===== config.mk =====
export PLATFORM = sky130hd
export DESIGN_NAME = control_unit_flat
export DESIGN_NICKNAME = d
export VERILOG_FILES = /design/src/rtl/cpu_pkg.sv /design/src/rtl/control_unit_if.sv /design/src/rtl/control_unit_op_decoder.sv /design/src/rtl/control_unit.sv /design/src/flat_wrapper.sv
export SDC_FILE = /design/constraint.sdc
export NUM_CORES = 1
export LEC_CHECK = 0
export BUFFER_PORTS_ARGS = -buffer_cell sky130_fd_sc_hd__buf_4
export CORE_MARGIN = 3
export CORE_UTILIZATION = 43
export CTS_CLUSTER_SIZE = 14
export DETAILED_ROUTE_END_ITERATION = 10
export PLACE_DENSITY_LB_ADDON = 0.1
export SYNTH_ARGS = -nofsm -noshare
export SYNTH_HDL_FRONTEND = slang
export SYNTH_SLANG_ARGS = --single-unit
export TNS_END_PERCENT = 30

===== constraint.sdc =====
create_clock -name Clock -period 3.02 [get_ports Clock]
set_clock_uncertainty 0.2 [all_clocks]
set_input_delay 0.604 -clock Clock [delete_from_list [all_inputs] [get_ports Clock]]
set_output_delay 0.604 -clock Clock [all_outputs]
set_load 0.005 [all_outputs]

===== src/rtl/cpu_pkg.sv =====
// ---------------------------------------------------------------------------
// cpu_pkg
// Shared Mini SRC definitions: opcodes, sequencer state encoding and the
// instruction classes produced by op_decoder.
// Optional feature macro (used by importers): CU_MULDIV_EN
// Revision: 1.0
// ---------------------------------------------------------------------------
`default_nettype none

package cpu_pkg;

  // Opcodes held in IR[31:27]; Datapath decodes ALU ops from the same values
  localparam logic [4:0] OP_LD   = 5'b00000;
  localparam logic [4:0] OP_LDI  = 5'b00001;
  localparam logic [4:0] OP_ST   = 5'b00010;
  localparam logic [4:0] OP_ADD  = 5'b00011;
  localparam logic [4:0] OP_SUB  = 5'b00100;
  localparam logic [4:0] OP_AND  = 5'b00101;
  localparam logic [4:0] OP_OR   = 5'b00110;
  localparam logic [4:0] OP_ADDI = 5'b01100;
  localparam logic [4:0] OP_MUL  = 5'b01111;
  localparam logic [4:0] OP_DIV  = 5'b10000;
  localparam logic [4:0] OP_BR   = 5'b10010;
  localparam logic [4:0] OP_JR   = 5'b10011;
  localparam logic [4:0] OP_JAL  = 5'b10100;
  localparam logic [4:0] OP_MFHI = 5'b10111;
  localparam logic [4:0] OP_MFLO = 5'b11000;
  localparam logic [4:0] OP_NOP  = 5'b11001;
  localparam logic [4:0] OP_HALT = 5'b11010;

  // Sequencer states; T0..T7 are consecutive so a step index maps by offset
  typedef enum logic [3:0] {
    ST_RESET = 4'd0,
    ST_T0    = 4'd1,
    ST_T1    = 4'd2,
    ST_T2    = 4'd3,
    ST_T3    = 4'd4,
    ST_T4    = 4'd5,
    ST_T5    = 4'd6,
    ST_T6    = 4'd7,
    ST_T7    = 4'd8,
    ST_HALT  = 4'd9
  } state_t;

  // Instruction classes sharing one execute sequence
  typedef enum logic [3:0] {
    CL_ALU    = 4'd0,
    CL_ADDI   = 4'd1,
    CL_LDI    = 4'd2,
    CL_LD     = 4'd3,
    CL_ST     = 4'd4,
    CL_BR     = 4'd5,
    CL_JR     = 4'd6,
    CL_JAL    = 4'd7,
    CL_NOP    = 4'd8,
    CL_HALT   = 4'd9,
    CL_MULDIV = 4'd10,
    CL_MFHI   = 4'd11,
    CL_MFLO   = 4'd12
  } iclass_t;

  // Step index n (0..7) to the matching Tn state
  function automatic state_t step_state(input logic [2:0] n);
    return state_t'({1'b0, n} + 4'd1);
  endfunction

endpackage

`default_nettype wire


===== src/rtl/control_unit_if.sv =====
// ---------------------------------------------------------------------------
// control_unit_if
// Bundle between the control sequencer (master) and Datapath (slave):
// instruction/condition inputs, Run status and every datapath strobe.
// Revision: 1.0
// ---------------------------------------------------------------------------
`default_nettype none

interface control_unit_if;
  logic [31:0] IR;
  logic CON_FF, Stop, Run;
  logic PCout, Zlowout, Zhiout, MDRout, HIout, LOout, Cout, BAout, InPortout, Rout;
  logic PCin, IRin, MARin, MDRin, Yin, Zin, HIin, LOin, R15in, Rin, CONin;
  logic Gra, Grb, Grc;
  logic IncPC, Read, Write, ADD;

  modport master (
    input  IR, CON_FF, Stop,
    output Run,
    output PCout, Zlowout, Zhiout, MDRout, HIout, LOout, Cout, BAout, InPortout, Rout,
    output PCin, IRin, MARin, MDRin, Yin, Zin, HIin, LOin, R15in, Rin, CONin,
    output Gra, Grb, Grc,
    output IncPC, Read, Write, ADD
  );

  modport slave (
    output IR, CON_FF, Stop,
    input  Run,
    input  PCout, Zlowout, Zhiout, MDRout, HIout, LOout, Cout, BAout, InPortout, Rout,
    input  PCin, IRin, MARin, MDRin, Yin, Zin, HIin, LOin, R15in, Rin, CONin,
    input  Gra, Grb, Grc,
    input  IncPC, Read, Write, ADD
  );
endinterface

`default_nettype wire


===== src/rtl/control_unit_op_decoder.sv =====
// ---------------------------------------------------------------------------
// op_decoder
// Combinational opcode decode: instruction class and index of the last
// execute step (3..7). Undefined opcodes decode as nop.
// Optional feature macro: CU_MULDIV_EN (mul/div/mfhi/mflo classes)
// Revision: 1.0
// ---------------------------------------------------------------------------
`default_nettype none

module op_decoder
  import cpu_pkg::*;
#(
  parameter int OPW = 5
) (
  input  logic [OPW-1:0] opcode,
  output iclass_t        iclass,
  output logic [2:0]     last_step
);

  // Opcode to class and sequence length
  always_comb begin
    iclass    = CL_NOP;
    last_step = 3'd3;
    case (opcode)
      OP_ADD, OP_SUB, OP_AND, OP_OR: begin iclass = CL_ALU;  last_step = 3'd5; end
      OP_ADDI:                       begin iclass = CL_ADDI; last_step = 3'd5; end
      OP_LDI:                        begin iclass = CL_LDI;  last_step = 3'd5; end
      OP_LD:                         begin iclass = CL_LD;   last_step = 3'd7; end
      OP_ST:                         begin iclass = CL_ST;   last_step = 3'd7; end
      OP_BR:                         begin iclass = CL_BR;   last_step = 3'd6; end
      OP_JR:                         begin iclass = CL_JR;   last_step = 3'd3; end
      OP_JAL:                        begin iclass = CL_JAL;  last_step = 3'd4; end
      OP_HALT:                       begin iclass = CL_HALT; last_step = 3'd3; end
`ifdef CU_MULDIV_EN
      OP_MUL, OP_DIV:                begin iclass = CL_MULDIV; last_step = 3'd6; end
      OP_MFHI:                       begin iclass = CL_MFHI;   last_step = 3'd3; end
      OP_MFLO:                       begin iclass = CL_MFLO;   last_step = 3'd3; end
`endif
      default:                       begin iclass = CL_NOP;  last_step = 3'd3; end
    endcase
  end

endmodule

`default_nettype wire


===== src/rtl/control_unit.sv =====
// ---------------------------------------------------------------------------
// control_unit
// Hardwired Mini SRC sequencer: RESET -> fetch T0..T2 -> execute T3..T7 ->
// fetch, with halt instruction and Stop handling. Strobes are a Moore decode
// of state and latched IR (br's T6 additionally gates on CON_FF).
// Optional feature macro: CU_MULDIV_EN (mul/div/mfhi/mflo sequences)
// Revision: 1.0
// ---------------------------------------------------------------------------
`default_nettype none

module control_unit
  import cpu_pkg::*;
#(
  parameter int OPW = 5
) (
  input  logic           Clock,
  input  logic           Clear,
  control_unit_if.master bus
);

  state_t     state;
  iclass_t    iclass;
  logic [2:0] last_step;
  logic       at_last;
  logic       unused_ir;

  // Only the opcode field steers sequencing
  assign unused_ir = ^bus.IR[31-OPW:0];

  op_decoder #(.OPW(OPW)) u_op_decoder (
    .opcode    (bus.IR[31:32-OPW]),
    .iclass    (iclass),
    .last_step (last_step)
  );

  assign at_last = (state == step_state(last_step));

  // Step sequencing; Clear wins asynchronously from any state
  always_ff @(posedge Clock or posedge Clear) begin
    if (Clear) begin
      state <= ST_RESET;
    end else begin
      case (state)
        ST_RESET: state <= ST_T0;
        ST_T0:    state <= ST_T1;
        ST_T1:    state <= ST_T2;
        ST_T2:    state <= ST_T3;
        ST_HALT:  state <= ST_HALT;
        default: begin
          if (iclass == CL_HALT)  state <= ST_HALT;
          else if (at_last)       state <= bus.Stop ? ST_HALT : ST_T0;
          else                    state <= state_t'(state + 4'd1);
        end
      endcase
    end
  end

  // Strobe decode from current step and instruction class
  always_comb begin
    bus.Run = 1'b0;
    bus.PCout = 1'b0; bus.Zlowout = 1'b0; bus.Zhiout = 1'b0; bus.MDRout = 1'b0;
    bus.HIout = 1'b0; bus.LOout = 1'b0; bus.Cout = 1'b0; bus.BAout = 1'b0;
    bus.InPortout = 1'b0; bus.Rout = 1'b0;
    bus.PCin = 1'b0; bus.IRin = 1'b0; bus.MARin = 1'b0; bus.MDRin = 1'b0;
    bus.Yin = 1'b0; bus.Zin = 1'b0; bus.HIin = 1'b0; bus.LOin = 1'b0;
    bus.R15in = 1'b0; bus.Rin = 1'b0; bus.CONin = 1'b0;
    bus.Gra = 1'b0; bus.Grb = 1'b0; bus.Grc = 1'b0;
    bus.IncPC = 1'b0; bus.Read = 1'b0; bus.Write = 1'b0; bus.ADD = 1'b0;

    bus.Run = (state != ST_RESET) && (state != ST_HALT);

    case (state)
      ST_T0: begin bus.PCout = 1'b1; bus.MARin = 1'b1; bus.IncPC = 1'b1; bus.Zin = 1'b1; end
      ST_T1: begin bus.Zlowout = 1'b1; bus.PCin = 1'b1; bus.Read = 1'b1; bus.MDRin = 1'b1; end
      ST_T2: begin bus.MDRout = 1'b1; bus.IRin = 1'b1; end
      ST_T3, ST_T4, ST_T5, ST_T6, ST_T7: begin
        case (iclass)
          CL_ALU: begin
            case (state)
              ST_T3: begin bus.Grb = 1'b1; bus.Rout = 1'b1; bus.Yin = 1'b1; end
              ST_T4: begin bus.Grc = 1'b1; bus.Rout = 1'b1; bus.Zin = 1'b1; end
              ST_T5: begin bus.Zlowout = 1'b1; bus.Gra = 1'b1; bus.Rin = 1'b1; end
              default: ;
            endcase
          end
          CL_ADDI, CL_LDI: begin
            case (state)
              ST_T3: begin
                bus.Grb = 1'b1; bus.Yin = 1'b1;
                if (iclass == CL_LDI) bus.BAout = 1'b1;
                else                  bus.Rout  = 1'b1;
              end
              ST_T4: begin bus.Cout = 1'b1; bus.ADD = 1'b1; bus.Zin = 1'b1; end
              ST_T5: begin bus.Zlowout = 1'b1; bus.Gra = 1'b1; bus.Rin = 1'b1; end
              default: ;
            endcase
          end
          CL_LD, CL_ST: begin
            case (state)
              ST_T3: begin bus.Grb = 1'b1; bus.BAout = 1'b1; bus.Yin = 1'b1; end
              ST_T4: begin bus.Cout = 1'b1; bus.ADD = 1'b1; bus.Zin = 1'b1; end
              ST_T5: begin bus.Zlowout = 1'b1; bus.MARin = 1'b1; end
              ST_T6: begin
                if (iclass == CL_LD) begin bus.Read = 1'b1; bus.MDRin = 1'b1; end
                else begin bus.Gra = 1'b1; bus.Rout = 1'b1; bus.MDRin = 1'b1; end
              end
              ST_T7: begin
                if (iclass == CL_LD) begin bus.MDRout = 1'b1; bus.Gra = 1'b1; bus.Rin = 1'b1; end
                else bus.Write = 1'b1;
              end
              default: ;
            endcase
          end
          CL_BR: begin
            case (state)
              ST_T3: begin bus.Gra = 1'b1; bus.Rout = 1'b1; bus.CONin = 1'b1; end
              ST_T4: begin bus.PCout = 1'b1; bus.Yin = 1'b1; end
              ST_T5: begin bus.Cout = 1'b1; bus.ADD = 1'b1; bus.Zin = 1'b1; end
              ST_T6: begin bus.Zlowout = bus.CON_FF; bus.PCin = bus.CON_FF; end
              default: ;
            endcase
          end
          CL_JR: begin
            if (state == ST_T3) begin bus.Gra = 1'b1; bus.Rout = 1'b1; bus.PCin = 1'b1; end
          end
          CL_JAL: begin
            case (state)
              ST_T3: begin bus.PCout = 1'b1; bus.R15in = 1'b1; end
              ST_T4: begin bus.Gra = 1'b1; bus.Rout = 1'b1; bus.PCin = 1'b1; end
              default: ;
            endcase
          end
`ifdef CU_MULDIV_EN
          CL_MULDIV: begin
            case (state)
              ST_T3: begin bus.Gra = 1'b1; bus.Rout = 1'b1; bus.Yin = 1'b1; end
              ST_T4: begin bus.Grb = 1'b1; bus.Rout = 1'b1; bus.Zin = 1'b1; end
              ST_T5: begin bus.Zlowout = 1'b1; bus.LOin = 1'b1; end
              ST_T6: begin bus.Zhiout = 1'b1; bus.HIin = 1'b1; end
              default: ;
            endcase
          end
          CL_MFHI: begin
            if (state == ST_T3) begin bus.HIout = 1'b1; bus.Gra = 1'b1; bus.Rin = 1'b1; end
          end
          CL_MFLO: begin
            if (state == ST_T3) begin bus.LOout = 1'b1; bus.Gra = 1'b1; bus.Rin = 1'b1; end
          end
`endif
          default: ;
        endcase
      end
      default: ;
    endcase
  end

endmodule

`default_nettype wire

===== src/flat_wrapper.sv =====
// flat-port wrapper written by rule: the top's interface ports become plain ports
module control_unit_flat import cpu_pkg::*;
#(
  parameter int OPW = 5
)
  (Clock, Clear, bus_IR, bus_CON_FF, bus_Stop, bus_Run, bus_PCout, bus_Zlowout, bus_Zhiout, bus_MDRout, bus_HIout, bus_LOout, bus_Cout, bus_BAout, bus_InPortout, bus_Rout, bus_PCin, bus_IRin, bus_MARin, bus_MDRin, bus_Yin, bus_Zin, bus_HIin, bus_LOin, bus_R15in, bus_Rin, bus_CONin, bus_Gra, bus_Grb, bus_Grc, bus_IncPC, bus_Read, bus_Write, bus_ADD);
  control_unit_if bus_i ();
  input  logic Clock;
  input  logic Clear;
  input wire logic [$bits(bus_i.IR)-1:0] bus_IR;
  input wire logic [$bits(bus_i.CON_FF)-1:0] bus_CON_FF;
  input wire logic [$bits(bus_i.Stop)-1:0] bus_Stop;
  output wire logic [$bits(bus_i.Run)-1:0] bus_Run;
  output wire logic [$bits(bus_i.PCout)-1:0] bus_PCout;
  output wire logic [$bits(bus_i.Zlowout)-1:0] bus_Zlowout;
  output wire logic [$bits(bus_i.Zhiout)-1:0] bus_Zhiout;
  output wire logic [$bits(bus_i.MDRout)-1:0] bus_MDRout;
  output wire logic [$bits(bus_i.HIout)-1:0] bus_HIout;
  output wire logic [$bits(bus_i.LOout)-1:0] bus_LOout;
  output wire logic [$bits(bus_i.Cout)-1:0] bus_Cout;
  output wire logic [$bits(bus_i.BAout)-1:0] bus_BAout;
  output wire logic [$bits(bus_i.InPortout)-1:0] bus_InPortout;
  output wire logic [$bits(bus_i.Rout)-1:0] bus_Rout;
  output wire logic [$bits(bus_i.PCin)-1:0] bus_PCin;
  output wire logic [$bits(bus_i.IRin)-1:0] bus_IRin;
  output wire logic [$bits(bus_i.MARin)-1:0] bus_MARin;
  output wire logic [$bits(bus_i.MDRin)-1:0] bus_MDRin;
  output wire logic [$bits(bus_i.Yin)-1:0] bus_Yin;
  output wire logic [$bits(bus_i.Zin)-1:0] bus_Zin;
  output wire logic [$bits(bus_i.HIin)-1:0] bus_HIin;
  output wire logic [$bits(bus_i.LOin)-1:0] bus_LOin;
  output wire logic [$bits(bus_i.R15in)-1:0] bus_R15in;
  output wire logic [$bits(bus_i.Rin)-1:0] bus_Rin;
  output wire logic [$bits(bus_i.CONin)-1:0] bus_CONin;
  output wire logic [$bits(bus_i.Gra)-1:0] bus_Gra;
  output wire logic [$bits(bus_i.Grb)-1:0] bus_Grb;
  output wire logic [$bits(bus_i.Grc)-1:0] bus_Grc;
  output wire logic [$bits(bus_i.IncPC)-1:0] bus_IncPC;
  output wire logic [$bits(bus_i.Read)-1:0] bus_Read;
  output wire logic [$bits(bus_i.Write)-1:0] bus_Write;
  output wire logic [$bits(bus_i.ADD)-1:0] bus_ADD;
  assign bus_i.IR = bus_IR;
  assign bus_i.CON_FF = bus_CON_FF;
  assign bus_i.Stop = bus_Stop;
  assign bus_Run = bus_i.Run;
  assign bus_PCout = bus_i.PCout;
  assign bus_Zlowout = bus_i.Zlowout;
  assign bus_Zhiout = bus_i.Zhiout;
  assign bus_MDRout = bus_i.MDRout;
  assign bus_HIout = bus_i.HIout;
  assign bus_LOout = bus_i.LOout;
  assign bus_Cout = bus_i.Cout;
  assign bus_BAout = bus_i.BAout;
  assign bus_InPortout = bus_i.InPortout;
  assign bus_Rout = bus_i.Rout;
  assign bus_PCin = bus_i.PCin;
  assign bus_IRin = bus_i.IRin;
  assign bus_MARin = bus_i.MARin;
  assign bus_MDRin = bus_i.MDRin;
  assign bus_Yin = bus_i.Yin;
  assign bus_Zin = bus_i.Zin;
  assign bus_HIin = bus_i.HIin;
  assign bus_LOin = bus_i.LOin;
  assign bus_R15in = bus_i.R15in;
  assign bus_Rin = bus_i.Rin;
  assign bus_CONin = bus_i.CONin;
  assign bus_Gra = bus_i.Gra;
  assign bus_Grb = bus_i.Grb;
  assign bus_Grc = bus_i.Grc;
  assign bus_IncPC = bus_i.IncPC;
  assign bus_Read = bus_i.Read;
  assign bus_Write = bus_i.Write;
  assign bus_ADD = bus_i.ADD;
  control_unit #(.OPW(OPW)) u_core (.Clock(Clock), .Clear(Clear), .bus(bus_i));
endmodule

* After elaboration in Yosys (flattened, before gate mapping)
Memory sizes are Yosys's and may differ from the RTL's.
Cells that the tools add are included.
Widths: inputs -> output; s select.
** Cells by class
- Reduce and logical (&&, ||, !) cells :: 12
- Magnitude comparators :: 0
- Muxes and demuxes :: 61
- Shift operators :: 0
- $add $sub $neg :: 2
- $mul :: 0
- Div/mod/pow operators :: 0
- Equal/unequal tests :: 19
- Bitwise operators :: 0
** Operator list (number)
- $mux 1 :: 38
- $eq 4x3->1 const B :: 8
- $pmux 1 s2 :: 16
- $pmux 4 s5 :: 1
- $eq 4x2->1 const B :: 4
- $eq 4x4->1 const B :: 3
- $mux 4 :: 3
- $reduce_or 5->1 :: 2
- $eq 4x1->1 const B :: 2
- $logic_not 4->1 :: 2
- $reduce_or 2->1 :: 4
- $pmux 1 s5 :: 1
- $add 3x1->4 const B :: 1
- $add 4x1->4 const B :: 1
- $eq 4x4->1 :: 1
- $ne 4x4->1 const B :: 1
- $pmux 1 s4 :: 1
- $reduce_bool 4->1 :: 1
- $reduce_or 4->1 :: 1
- $pmux 1 s3 :: 1
- $reduce_or 3->1 :: 1
- $logic_and 1x1->1 :: 1
** Word-level totals
- Latch bits :: 0
- Bits in writable memories :: 0
- Memories kept :: 1
- Word-level logic and storage cells :: 96
- ROM bits :: 224
- Output and inout port bits :: 29
- Flip-flop bits (word level) :: 4
** Memory list
- (no name shown) :: depth 32, width 7, rd ports 1, clocked after Yosys merged registers in 0, write ports 0, RTL line control_unit_op_decoder.sv:24 : case (opcode)

* Longest topological paths before layout
An unclocked memory read counts as a cell.
- Word-level depth :: 6
- Gate-level depth with buffers :: 13
- Gate-level depth less buffers :: 11

* Modules after synthesis
A second synthesis with hierarchy kept.
** Unflattened totals
- Cell total of the unflattened synthesis :: 151
- Area total of the unflattened synthesis :: 1083.5 um^2
** Modules (own cells, without submodules)
- control_unit :: times used 1, cells an instance 114, area each 842.1 um^2
- op_decoder :: times used 1, cells an instance 37, area each 241.5 um^2

* Worst setup path after synthesis
Ideal clock, no wire load.
- Path type :: input to register
- From :: input bus_IR[28]
- To :: register u_core.state[3]
- Library setup time :: 0.135 ns
- Arrival :: 2.468 ns
- Stages on the path :: 13
- Required time :: 2.685 ns
- Slack :: 0.217 ns
- Path through :: buf_2 -> buf_1 -> nand3_1 -> o21ai_0 -> a2bb2oi_1 -> nor2_1 -> a21oi_1 -> ha_1 -> xor2_1 -> a41oi_1 -> nand4b_1 -> nor3_1 -> a221oi_1
** Between the ends
- Word-level cells in the longest chain between the ends :: 6
- Elaborated cells on any way between the ends :: 7
- Those cells by class :: add/sub (1); eq/ne (2); mux (3); memory (1)
** Ends and longest elaborated chain
- start, declared :: RTL line flat_wrapper.sv:10 : input wire logic [$bits(bus_i.IR)-1:0] bus_IR;
- $mem_v2 32x7 *
- $add 3x1->4 :: RTL line cpu_pkg.sv:64 : return state_t'({1'b0, n} + 4'd1);
- $eq 4x4->1 :: RTL line control_unit.sv:36 : assign at_last = (state == step_state(last_step));
- $mux 4 :: RTL line control_unit.sv:51 : else if (at_last) state <= bus.Stop ? ST_HALT : ST_T0;
- $mux 4 * :: RTL line control_unit.sv:50 : if (iclass == CL_HALT) state <= ST_HALT;
- $pmux 4 s5 * :: RTL line control_unit.sv:43 : case (state)
- end signal, assigned :: RTL line control_unit.sv:51
- end signal, assigned :: RTL line control_unit.sv:52 : else state <= state_t'(state + 4'd1);
- end, declared :: RTL line control_unit.sv:21 : state_t state;
Every way passes the cells marked *; elsewhere a longest branch is shown, timed or not.

* Worst setup path after layout
- From :: register u_core.state[1]
- To :: output bus_Rout
** Between the ends
- Word-level cells in the longest chain between the ends :: 5
- Elaborated cells on any way between the ends :: 14
- Those cells by class :: eq/ne (5); mux (7); reduce/logical (2)
** Ends and longest elaborated chain
- $eq 4x3->1, on equally long branches
- $reduce_or 2->1 (no source line)
- $mux 1 :: RTL line control_unit.sv:79 : case (state)
- $pmux 1 s5 :: RTL line control_unit.sv:77 : case (iclass)
- $mux 1 * :: RTL line control_unit.sv:72 : case (state)
- end, declared :: RTL line flat_wrapper.sv:23 : output wire logic [$bits(bus_i.Rout)-1:0] bus_Rout;
Marked as above.

==> reports/qor.yml <==
cts_setup_buffers: 0
min_period_ns: 2.85
holdBufCountCts: 0
synthArstFlopShare_pct: 100
synth.mux.area_fraction_pct: 3.93
required_ns: 2.22
drtPass1Iterations: 4
synth-simple-area-share_pct: 35.5
slew_viol_final: 0
dieWidth_um: 55.4
max_freq_mhz: 351
cts_root_buf: "clkbuf_4"
setup_slack_ns: 0.169
grt_pass1_vias: 1058
clk_latency_ns: 0.23
antenna_found_initial: 0
ant_nets: 0
p_leak_nw: 0.610
area_growth_pct: 23.0
drive_above_1_share_pct: 26.1
cts_max_level: 1
dp_cells: 213
totalWireLength_um: 2880
top_regs: "u_core.state (4)"
place.gp.congestion: 0.908
synthAdderAreaFrac_pct: 5.96
vias: 1197
ys_warn_count: 0
n_antenna_cell: 0
grt_max_degree: 21
initial_core_util_pct: 46.6
p_int_mw: 0.421
numPortBuffers: 31
drt_iter0_drc: 43
peakVddDrop_mv: 0.670
fin_crit_sh_pct: 94.4
hold_viol: 0
die-area_sq_mm: 0.00307
synthCells: 161
synth_area_per_cell_sq_um: 6.52
path_class: "register to output port"
cp_max_fo: 5
cp-end-kind: "output port"
synth_top_cell_by_area: "dfrtp_1"
rsz0062_at_grt: "false"
io_pins: 65
whs_ns: 0.0553
hp-class: "primary input to async pin"
synth_area_sq_mm: 0.00105
fin_nets: 231
cts_tree: "yes"
yosysTopAreaCellShare_pct: 9.54
routedWlPerCell_um: 13.3
maxCapViolations: 0
largest-register: "u_core.state"
grt_pass1_wl_um: 4810
cts-resized-gates: 0
clockBufferDepth: 2
clkPwrFrac_pct: 7.9
synth_compound_area_share_pct: 23.6
synth_top_family_by_area: "simple AND/OR/NAND/NOR gates"
largest_reg_flops: 4
cts_buffers: 3
netlist_top_cells_area: "dfrtp_1 (9.5%), nor2_1 (6.8%), o21ai_0 (6.7%)"
gr-total-overflow: 0
dieHeight_um: 55.4
startpoint_type: "register"
combPwrFrac_pct: 78.6
synth-seq-cells: 4
fillers: 238
setup_viol_count_final: 0
power_density_mw_per_mm2: 622
clkTransAtPathRegs_ns: 0.04
synth-edff-count: 0
synth_ff_type: "dfrtp_1"
setup_tns_ns: 0
power.switching_mw: 0.382
grt_usage_pct: 18.3
synth_xor_area_share_pct: 7.51
cp.arrival_ns: 2.05
clock_sinks: 4
fin_cells: 216
vias_per_cell: 5.54
synth-seq-area-share_pct: 9.54
drcViolationCount: 0
synth.distinct_cells: 46
status: "finished clean"
swShare_pct: 47.6
core-area_sq_mm: 0.00225
std_cell_rows: 17
pre_cts_slack_ns: 0.103
p_seq_share_pct: 13.6
place.detailed.hpwl_um: 2280
[layout by cell type (no fill, tap or decap), types with 5 or more instances in the layout]
| master | synthesis | final |
|---|---|---|
| buf_4 | 8 | 36 |
| o21ai_0 | 14 | 14 |
| ha_1 | 5 | 5 |
| nand3_1 | 10 | 10 |
| conb_1 | 1 | 6 |
| nand2b_1 | 5 | 5 |
| xnor2_1 | 5 | 5 |
| nor3_1 | 5 | 5 |
| nor2_1 | 19 | 19 |
| inv_1 | 10 | 10 |
| nand2_1 | 15 | 15 |
| a21oi_1 | 7 | 7 |
[worst max-delay path, cell delays in order (launching register included)]
cell,delay (ns)
dfrtp_1,0.42
inv_1,0.10
ha_1,0.19
nand2_2,0.09
or4_4,0.49
a221oi_2,0.29
nor2_1,0.06
nand2_1,0.07
buf_4,0.11
[per-stage QoR]
stage | instance area (sq um) | utilization [%] | power [mW]
6_report | 1290 | 57.3 | 0.803
2_1_floorplan | 1070 | - | 0.527
4_1_cts | 1290 | 57.3 | 0.809
3_5_place_dp | 1270 | 56.3 | 0.740
5_1_grt | 1290 | 57.3 | 0.889
3_3_place_gp | 1270 | 56.3 | 0.727
[power groups by stage]
stage | Sequential, mW | Clock (mW) | Combinational (mW)
final | 0.109 | 0.0631 | 0.631
after detailed placement | 0.110 | 0 | 0.630
after CTS | 0.109 | 0.0671 | 0.634
after floorplan | 0.106 | 0 | 0.420
after global placement | 0.108 | 0 | 0.620
after global routing | 0.116 | 0.0678 | 0.705
[layer usage]
layer / GRT usage [%] / vias to the layer above / part of all wire, %
met2: 29.9 / 38 / 48
met5: 0 / - / 0
met4: 5.21 / 0 / 0.87
met3: 1.40 / 2 / 6.0
li1: - / 603 / -
met1: 25.7 / 554 / 45
[cell usage after synthesis, types with 2 or more instances]
| master | instances |
|---|---|
| nand4_1 | 2 |
| nand2b_1 | 5 |
| o211ai_1 | 4 |
| o22ai_1 | 2 |
| o21ai_0 | 14 |
| nand2_2 | 2 |
| buf_4 | 8 |
| xnor2_1 | 5 |
| xor2_1 | 4 |
| clkbuf_1 | 4 |
| ha_1 | 5 |
| nor2b_1 | 2 |
| nor3_1 | 5 |
| mux2i_1 | 3 |
| buf_2 | 3 |
| dfrtp_1 | 4 |
| nand3b_1 | 3 |
| nand2_1 | 15 |
| nor2_1 | 19 |
| nand3_1 | 10 |
| a21oi_1 | 7 |
| inv_1 | 10 |
| o21a_1 | 2 |
[cells by family (layout without fill, tap and decap cells)]
| family | Yosys count | after routing |
|---|---|---|
| AOI/OAI and AO/OA | 39 | 39 |
| xor gates and xnor gates | 9 | 9 |
| adders and majority gates | 5 | 5 |
| buffers and inverters | 27 | 49 |
| DFF | 4 | 4 |
| muxes | 4 | 4 |
| other | 1 | 6 |
| and+or+nand+nor | 72 | 72 |
[worst paths after layout]
kind	start	to	slack, ns	depth (start not counted)
min	Clear	u_core.state[0]$_DFF_PP0_	0.06	2
min reg2reg	u_core.state[0]$_DFF_PP0_	u_core.state[0]$_DFF_PP0_	0.50	2
max reg2reg	u_core.state[0]$_DFF_PP0_	u_core.state[3]$_DFF_PP0_	0.99	8
max in group asynchronous	Clear	u_core.state[2]$_DFF_PP0_	2.42	2
min in group Clock	u_core.state[0]$_DFF_PP0_	u_core.state[0]$_DFF_PP0_	0.50	2
max	u_core.state[1]$_DFF_PP0_	bus_Rout	0.17	8
[layout make-up]
type | count | area (sq um) | share of cell area [%]
clock buffer | 3 | 22.5 | 1.74
inverter | 10 | 37.5 | 2.91
multi-input combinational | 135 | 826 | 64.0
sequential | 4 | 100 | 7.75
tap | 28 | 35.0 | 2.71
timing repair buffer | 36 | 270 | 20.9
No activity file was read; power rests on OpenSTA's default activity.
